$ cat src/rtl/store_monitor.sv
// store_monitor: self-check monitor on the core's data-memory write port.
// Classifies each store as pass, scratch or fail, adds a cycle timeout and
// keeps sticky verdicts, a saturating store counter and a last-store capture.
module store_monitor #(
   parameter int                WIDTH        = 32,
   parameter logic [WIDTH-1:0]  PASS_ADDR    = 84,
   parameter logic [WIDTH-1:0]  PASS_DATA    = 32'hFFFF7F02,
   parameter logic [WIDTH-1:0]  SCRATCH_ADDR = 80,
   parameter int                TIMEOUT      = 1000,
   parameter int                CNT_W        = 16
) (
   input  logic             clk,
   input  logic             reset,
   input  logic             memwrite,
   input  logic [WIDTH-1:0] dataadr,
   input  logic [WIDTH-1:0] writedata,
   output logic             pass,
   output logic             fail,
   output logic             timeout,
   output logic             done,
   output logic [CNT_W-1:0] store_count,
   output logic [WIDTH-1:0] last_addr,
   output logic [WIDTH-1:0] last_data
);

   typedef enum logic [1:0] {
      ST_RUN  = 2'd0,
      ST_PASS = 2'd1,
      ST_FAIL = 2'd2,
      ST_TMO  = 2'd3
   } state_t;

   // Counter value on the last RUN edge before expiry; unused when TIMEOUT is 0.
   localparam logic [CNT_W-1:0] TMO_LAST = (TIMEOUT == 0) ? '0 : CNT_W'(TIMEOUT - 1);
   localparam logic [CNT_W-1:0] CNT_MAX  = '1;

   state_t           state, state_next;
   logic             capture;
   logic [CNT_W-1:0] cycle_cnt;

   // State register.
   always_ff @(posedge clk) begin
      // NOTE: sequential state uses non-blocking assignments so every flop
      // samples pre-edge values regardless of statement order.
      if (reset) state <= ST_RUN;
      else       state <= state_next;
   end

   // Next-state decode: store classification first, timeout only if no verdict.
   always_comb begin
      // NOTE: defaults first so every path assigns every output; no latches.
      state_next = state;
      capture    = 1'b0;
      if (state == ST_RUN) begin
         if (memwrite) begin
            capture = 1'b1;
            if (dataadr == PASS_ADDR && writedata == PASS_DATA)
               state_next = ST_PASS;
            else if (dataadr != SCRATCH_ADDR)
               state_next = ST_FAIL;
         end
         if (TIMEOUT != 0 && state_next == ST_RUN && cycle_cnt == TMO_LAST)
            state_next = ST_TMO;
      end
   end

   // Registered verdicts, counters and last-store capture; all frozen outside RUN.
   always_ff @(posedge clk) begin
      if (reset) begin
         pass        <= 1'b0;
         fail        <= 1'b0;
         timeout     <= 1'b0;
         done        <= 1'b0;
         store_count <= '0;
         cycle_cnt   <= '0;
         last_addr   <= '0;
         last_data   <= '0;
      end else begin
         pass    <= (state_next == ST_PASS);
         fail    <= (state_next == ST_FAIL);
         timeout <= (state_next == ST_TMO);
         done    <= (state_next != ST_RUN);
         if (state == ST_RUN && cycle_cnt != CNT_MAX)
            cycle_cnt <= cycle_cnt + 1'b1;
         if (capture) begin
            if (store_count != CNT_MAX)
               store_count <= store_count + 1'b1;
            last_addr <= dataadr;
            last_data <= writedata;
         end
      end
   end

   // At most one verdict may ever be asserted.
   verdict_onehot: assert property (@(posedge clk) disable iff (reset)
      $onehot0({pass, fail, timeout}));

endmodule

$ cat config.mk
export PLATFORM = sky130hd
export DESIGN_NAME = store_monitor
export DESIGN_NICKNAME = d
export VERILOG_FILES = /design/src/rtl/store_monitor.sv
export SDC_FILE = /design/constraint.sdc
export NUM_CORES = 1
export LEC_CHECK = 0
export BUFFER_PORTS_ARGS = -buffer_cell sky130_fd_sc_hd__buf_2
export CORE_MARGIN = 1.5
export CORE_UTILIZATION = 45
export CTS_CLUSTER_SIZE = 40
export DETAILED_ROUTE_END_ITERATION = 12
export HOLD_SLACK_MARGIN = 0.15
export PLACE_DENSITY = 0.77
export REMOVE_ABC_BUFFERS = 1
export SYNTH_ARGS = -nofsm -noshare
export SYNTH_HDL_FRONTEND = slang
export SYNTH_SLANG_ARGS = --single-unit
$ cat constraint.sdc
create_clock -name clk -period 4.55 [get_ports clk]
set_clock_uncertainty 0.15 [all_clocks]
set_input_delay 0.91 -clock clk [delete_from_list [all_inputs] [get_ports clk]]
set_output_delay 0.91 -clock clk [all_outputs]
set_load 0.05 [all_outputs]
==> Word level (Yosys, flattened, before mapping) <==
Index checks and enable logic that the tools add are counted.
{ "word_totals": {"rom_bits": 0, "word_cells": 35, "latchBits": 0, "ff_bits": 102, "out_inout_bits": 84, "mem_bits_rw": 0, "inputBits": 67, "mem_count": 0} }
{ "classes": {"eq_ne": 9, "n_div": 0, "addsub": 2, "order_cmp": 0, "n_mux": 8, "mul": 0, "shifts": 0, "n_reduce_logical": 7, "bitwise": 0} }
{ "ops": {"columns": ["op", "n"], "rows": [
  ["$add A16 B1 Y16 const B", 2],
  ["$eq A32 B32 Y1 const B", 1],
  ["$eq A32 B7 Y1 const B", 1],
  ["$ne A16 B16 Y1 const B", 2],
  ["$ne A32 B7 Y1 const B", 1],
  ["$eq A16 B10 Y1 const B", 1],
  ["$mux W2", 6],
  ["$eq A2 B2 Y1 const B", 2],
  ["$logic_not A2 Y1", 2],
  ["$logic_and A1 B1 Y1", 3],
  ["$eq A2 B1 Y1 const B", 1],
  ["$mux W1", 2],
  ["$reduce_and A2 Y1", 1],
  ["$reduce_bool A2 Y1", 1]
]} }

==> Depth between registers and ports, before layout <==
Gate-level depths: netlist (run 1).
{ "depth": {"ltp_word": 10, "depth_mapped": 7} }

==> Worst setup path after synthesis (run 1) <==
No wires, ideal clock.
{ "synth_timing": {"kind": "input to register", "from": "input port memwrite", "to": "register store_count[13]", "n_path_buf": 0, "stages": 5, "setup_time_ns": 0.128, "setup_slack_ns": 2.262, "arrival_ns": 2.011, "cell_sequence": "nor3b_1 -> nand4_1 -> nor4bb_1 -> xnor2_1 -> nor2_1"} }
{ "synth_via": {"elab_chain_cells": 3} }
{ "synth_rtl": {"columns": ["element", "line_no", "rtl"], "rows": [
  ["start: declaration", "14", "input logic memwrite,"],
  ["$mux W1", "55", "if (memwrite) begin"],
  ["$mux W1", "54", "if (state == ST_RUN) begin"],
  ["$reduce_and A2 Y1 (no source line)", null, null],
  ["end signal: assignment", "87", "store_count <= store_count + 1'b1;"],
  ["end: declaration", "21", "output logic [CNT_W-1:0] store_count,"]
]} }
No other way between the ends.
A chain may end at the register's enable or synchronous reset.

==> Worst setup path after layout (run 1) <==
{ "layout_timing": {"from": "input port memwrite", "to": "register store_count[14]"} }
Same word-level chain as after synthesis.

==> summary.md, run 1 <==
| Metric | Value |
|---|---|
| Final net count | 712 |
| PostCTS Resize Cnt | 0 |
| CP Class | in -> reg |
| P_sw | 0.596 mW |
| Leakage | 2.17 nW |
| WL final | 10.9 mm |
| Post-CTS setup buffers | 0 |
| Final worst setup slack | 2.04 ns |
| Worst-path clk slew | 0.10 ns |
| Num CTS Buffers | 9 |
| Reg2Reg Setup Slack | 2.10 ns |
| Global-route wire length before repair | 17.3 mm |
| Internal power | 1.24 mW |
| Synth Area in Compound Gates | 13.0% |
| Status | finished, final reports clean |
| # diodes | 0 |
| Max incr delay on CP | 0.59 ns |
| Largest net degree at the start of global routing | 103 |
| Max VDD drop | 0.000186 V |
| Total power | 1.84 mW |
| Relative slew slack | 32.3% |
| Die Span Y | 99.1 um |
| Sequential Power Share | 52.0% |
| Syn avg cell area | 8.16 um^2 |
| Worst-Margin Slew | 1.02 ns |
| Global route total overflow | 0 |
| Seq cells post-synth | 102 |
| Multiplexer area fraction after synthesis | 0.241% |
| Clock network power share | 31.3% |
| Cells after Synth | 509 |
| Worst R2R Path Depth | 7 |
| RSZ-0062 raised after global routing | false |
| Worst Setup SP | memwrite |
| # IOs | 151 |
| Yosys warns | 0 |
| Dpl hpwl | 7.70 mm |
| CORE AREA | 8850 um^2 |
| Share of cells above drive strength 1 | 27.0% |
| Critical path cell sequence | buf_2, nor3b_2, buf_4, and3_1, nand4_1, xor2_1, nor2_1 |
| CTS H-tree depth | 3 |
| Final worst path period need | 2.51 ns |
| Crit-path max FO | 67 |
| GR Util All Layers | 21.8% |
| WL/cell | 14.4 um |
| Maximum clock frequency | 399 MHz |
| CP arrival | 2.58 ns |
| Synth async-reset ratio | 0% |
| Reg2reg start | cycle_cnt[0]$_SDFFE_PP0P_ |
| Via-to-Cell Ratio | 5.29 |
| Synth Area in Adders | 0.602% |
| Number of global-route vias before repair | 3681 |
| Vias | 4002 |
| Setup violators final | 0 |
| R2R Path End | cycle_cnt[14]$_SDFFE_PP0P_ |
| Initial antenna violation count | 0 |
| Register area share after synthesis | 49.2% |
| Final hold violation count | 0 |
| Die Area | 9820 um^2 |
| CTS root buffer | clkbuf_8 |
| XOR/XNOR Fraction of Synth Area | 5.90% |
| DRT Pass-1 Iters | 5 |
| Max-capacitance violation count | 0 |
| Post-Layout Cell Count | 756 |
| Area growth, synth to finish | 23.9% |
| Max Root-Sink Buffers | 2 |
| Synth cell types | 43 |
| Sw frac | 32.4% |
| Cell taking the most area after synthesis | dfxtp_1 |
| Endpoint type of the worst setup path | flip-flop |
| Starting Density | 46.9% |
| Crit path to | store_count[14]$_SDFFE_PP0P_ |
| Final TNS setup | 0 ns |
| Worst Hold Class | reg -> reg |
| Clock sinks | 102 |
| Synth Area in Simple Gates | 27.4% |
| DP Cell Count | 740 |
| Routability Congestion | 0.872 |
| I/O Buffers | 150 |
| Fillers | 844 |
| Post-synth top flop | dfxtp_1 |
| TritonCTS clock tree | done |
| Detailed Route Iter0 Violations | 220 |
| Crit path required time | 4.62 ns |
| Logic pwr share | 16.7% |
| DRC Markers | 0 |
| Combinational family with the most area after synthesis | simple AND/OR/NAND/NOR gates |
| Max stage delay cell, worst path | buf_4 |
| Mapped cell area | 4150 um^2 |
| Clk Latency, worst-skew pair | 0.37 ns |
| Fin crit share | 55.1% |
| Hold Buf Count CTS | 0 |
| PD cells | 357 nW/um^2 |
| DP Worst Slack | 1.67 ns |
| Die X-Extent | 99.1 um |
| Area contributors post-synth | dfxtp_1 (49%), nand2_1 (12%), a21oi_1 (8.4%), xnor2_1 (4.4%), nor2_1 (3.4%) |
| Post-synth EDFFs | 0 |
| FP Rows | 34 |
| Startpoint Class | input port |
| Antenna Nets Post-Route | 0 |
| Yosys top cell area share | 49.2% |
| Fin. max-slew vios | 0 |
worst max-delay path, delay by kind of cell:
family,cells,cell delay [ns]
and+or+nand+nor,4,0.77
xor gates and xnor gates,1,0.15
buffers and inverters,2,0.72
how the worst min path moves through the flow:
| stage | start | to | depth (start not counted) |
|---|---|---|---|
| global route | last_data[5]$_SDFFE_PP0P_ | last_data[5]$_SDFFE_PP0P_ | 2 |
| detailed placement | last_data[28]$_SDFFE_PP0P_ | last_data[28]$_SDFFE_PP0P_ | 2 |
| global placement | last_addr[29]$_SDFFE_PP0P_ | last_addr[29]$_SDFFE_PP0P_ | 2 |
| finish | last_data[11]$_SDFFE_PP0P_ | last_data[11]$_SDFFE_PP0P_ | 2 |
| floorplan | cycle_cnt[15]$_SDFFE_PP0P_ | cycle_cnt[15]$_SDFFE_PP0P_ | 2 |
| CTS | last_data[28]$_SDFFE_PP0P_ | last_data[28]$_SDFFE_PP0P_ | 2 |
power groups by stage:
| stage | clock (mW) | combinational [mW] | sequential (mW) |
|---|---|---|---|
| detailed placement | 0 | 0.308 | 0.976 |
| CTS | 0.587 | 0.309 | 0.956 |
| floorplan | 0 | 0.0758 | 1.10 |
| global placement | 0 | 0.304 | 0.973 |
| finish | 0.575 | 0.307 | 0.955 |
| global route | 0.616 | 0.331 | 0.961 |
per-stage QoR:
| stage | hold slack [ns] | util [%] | cell area [um^2] |
|---|---|---|---|
| 3_3_place_gp | 0.289 | 55.9 | 4940 |
| 5_1_grt | 0.331 | 58.2 | 5150 |
| 6_report | 0.306 | 58.2 | 5150 |
| 2_1_floorplan | 0.303 | - | 4030 |
| 3_5_place_dp | 0.294 | 55.9 | 4940 |
| 4_1_cts | 0.310 | 58.2 | 5150 |
layout by cell type, fill, tap and decap left out, drive strengths merged, types with 2 or more instances in the layout:
master,instances
nor3b,4
a22o,2
and4,5
a31oi,2
and3,2
clkbuf,10
a2111oi,3
nor4bb,2
nor2,38
nand2,137
buf,153
a211oi,6
nand3,14
clkinvlp,2
nor4,10
nor3,7
xnor2,21
o21ai,2
nor4b,2
or4,5
dfxtp,102
inv,10
nand4,15
ha,2
a21oi,70
xor2,7
registers in the layout (all words and copies together) (netlist names):
name and count:
timeout 1, store_count 16, pass 1, state 2, cycle_cnt 16, last_data 32, last_addr 32, fail 1
done 1
final cells by class:
class	instances	area (um^2)	share of cell area, %
clock buffer	10	138	2.67
clock inverter	6	65.1	1.26
inverter	7	26.3	0.510
multi-input combinational	370	1970	38.2
sequential	102	2040	39.7
tap	108	135	2.63
timing repair buffer	153	776	15.1
layer usage:
layer / GRT usage [%] / wire length, um / vias up
met3: 2.62 / 771 / 14
li1: - / - / 2007
met2: 35.8 / 5170 / 148
met4: 8.23 / 170 / 0
met5: 0 / 0 / -
met1: 29.7 / 4750 / 1833
cells in the mapped netlist (all sizes together), types with 2 or more instances:
cell type,count
a2111oi,3
a211oi,6
a21oi,70
a22o,2
a31oi,2
and3,2
and4,5
buf,4
clkbuf,26
dfxtp,102
ha,2
inv,7
nand2,137
nand3,14
nand4,15
nor2,38
nor3,7
nor3b,4
nor4,10
nor4b,2
nor4bb,2
o21ai,2
or4,5
xnor2,21
xor2,7
cells by family (layout without fill, tap and decap cells):
kind of cell / Yosys count / in the layout
xor+xnor: 28 / 28
mux: 1 / 1
compound gates: 92 / 92
fa+ha+maj: 2 / 2
buf+inv: 37 / 176
simple gates: 247 / 247
flops: 102 / 102
(Power assumes the default switching activity.)
==> run 2, diff against run 1 <==
- clock period: 4.55 -> 2.6 ns (I/O delays scaled with it)
==> run 2 against run 1 <==
Against the previous run: worst setup slack got worse by 1.6 ns; first-iteration DRC count decreased by 18%; sequential power increased by 75%; worst hold slack got worse by 0.062 ns; via count rose by 1.8%; clock-buffer cell count decreased by 1; utilization grew 0.52 points; global-route usage is 0.13 points lower; largest cell class unchanged; flip-flop and latch count is the same; clock power is 61% higher; critical path type is now reg -> reg; cell area grew 0.90%; cell count rose by 0.79%.
==> summary.md, run 2 (synthesis results as in run 1) <==
| Metric | Value |
|---|---|
| Final net count | 718 |
| DP Worst Slack | 0.145 ns |
| Dpl hpwl | 7.95 mm |
| Die Span Y | 99.1 um |
| Crit-path max FO | 9 |
| Final worst setup slack | 0.412 ns |
| Starting Density | 46.9% |
| Via-to-Cell Ratio | 5.35 |
| FP Rows | 34 |
| Initial antenna violation count | 0 |
| # diodes | 0 |
| DRT Pass-1 Iters | 4 |
| Fillers | 803 |
| Area growth, synth to finish | 25.0% |
| Crit path required time | 2.69 ns |
| Commonest non-fill, non-tap cell in the layout | buf_2 |
| Max Root-Sink Buffers | 2 |
| Final hold violation count | 0 |
| # IOs | 151 |
| Register Area | 2040 um^2 |
| Max VDD drop | 0.000242 V |
| Detailed Route Iter0 Violations | 181 |
| Final Util | 58.7% |
| Fin crit share | 84.1% |
| Clk Latency, worst-skew pair | 0.36 ns |
| Vias | 4076 |
| Routability Congestion | 0.822 |
| Max-capacitance violation count | 0 |
| CTS H-tree depth | 3 |
| Largest regs | last_addr x32, last_data x32 |
| Leakage | 2.20 nW |
| Share of cells above drive strength 1 | 27.7% |
| Fin. max-slew vios | 0 |
| CP Buf/Inv Count | 0 |
| Multi-input gate area | 1970 um^2 |
| TritonCTS clock tree | done |
| WL/cell | 14.2 um |
| Global-route wire length before repair | 17.2 mm |
| Endpoint type of the worst setup path | flip-flop |
| Worst Hold Class | in -> reg |
| Status | finished, final reports clean |
| Startpoint Class | flip-flop |
| Global route total overflow | 0 |
| WL final | 10.8 mm |
| PostCTS Resize Cnt | 0 |
| Worst-path clk slew | 0.11 ns |
| CTS root buffer | clkbuf_8 |
| DRC Markers | 0 |
| CP Class | reg -> reg |
| CP arrival | 2.28 ns |
| Max incr delay on CP | 0.61 ns |
| PD cells | 606 nW/um^2 |
| Critical path cell sequence | or2_1, or4_4, a2111oi_4, xnor2_1, nor2_1 |
| Max stage delay cell, worst path | or4_4 |
| Number of global-route vias before repair | 3718 |
| Commonest non-fill, non-tap cells in the layout | buf_2 (149), nand2_1 (136), dfxtp_1 (102), a21oi_1 (70), nor2_1 (38) |
| I/O Buffers | 150 |
| CORE AREA | 8850 um^2 |
| CP top delay family | simple AND/OR/NAND/NOR gates |
| Post-CTS setup buffers | 0 |
| Antenna Nets Post-Route | 0 |
| Largest net degree at the start of global routing | 50 |
| Worst-Margin Slew | 0.788 ns |
| Total power | 3.15 mW |
| Clock sinks | 102 |
| Final worst path period need | 2.19 ns |
| Setup violators final | 0 |
| Die Area | 9820 um^2 |
| Worst hold slack | 0.245 ns |
| Num CTS Buffers | 9 |
| Relative slew slack | 47.3% |
| Maximum clock frequency | 457 MHz |
| Hold Buf Count CTS | 0 |
| Die X-Extent | 99.1 um |
| GR Util All Layers | 21.7% |
| RSZ-0062 raised after global routing | false |
==> run 2: changes by cell type in the layout (fill, tap and decap cells not counted), sizes merged <==
cell / before / now
buf: 153 / 159
clkinv: 1 / 3
clkbuf: 10 / 9
clkinvlp: 2 / 1
==> run 2: worst min-delay path: stages <==
cell     delay, ns
buf_2         0.10
nand2_1       0.05
a21oi_1       0.05
==> run 2: per-layer routing <==
metal / track usage (%) / part of all wire, %
met1: 27.9 / 44
met2: 37.1 / 48
met3: 3.62 / 6.4
met4: 7.37 / 1.1
met5: 0 / 0
==> run 2: final timing paths <==
check | cells after the start | to | slack (ns) | from
setup / recovery | 5 | cycle_cnt[13]$_SDFFE_PP0P_ | 0.41 | state[1]$_SDFF_PP0_
hold / removal | 3 | last_addr[18]$_SDFFE_PP0P_ | 0.24 | dataadr[18]
setup reg to reg | 5 | cycle_cnt[13]$_SDFFE_PP0P_ | 0.41 | state[1]$_SDFF_PP0_
hold reg to reg | 2 | last_data[22]$_SDFFE_PP0P_ | 0.31 | last_data[22]$_SDFFE_PP0P_
==> run 2: cell type report <==
class	instances	area share (%)
inverter	7	0.506
sequential	102	39.3
clock inverter	7	1.06
tap	108	2.60
clock buffer	9	2.38
multi-input combinational	370	37.8
timing repair buffer	159	16.3
==> run 2: stage by stage <==
stage / cell area, um^2 / TNS [ns] / std cells
global placement: 5010 / 0 / 746
finish: 5190 / 0 / 762
global route: 5190 / 0 / 762
detailed placement: 5010 / 0 / 746
floorplan: 4030 / -164.49 / 479
CTS: 5190 / 0 / 762
==> run 2: power breakdown <==
group | switching (mW) | internal, mW | total, mW
combinational | 0.406 | 0.149 | 0.555
clock | 0.564 | 0.361 | 0.925
sequential | 0.0386 | 1.63 | 1.67
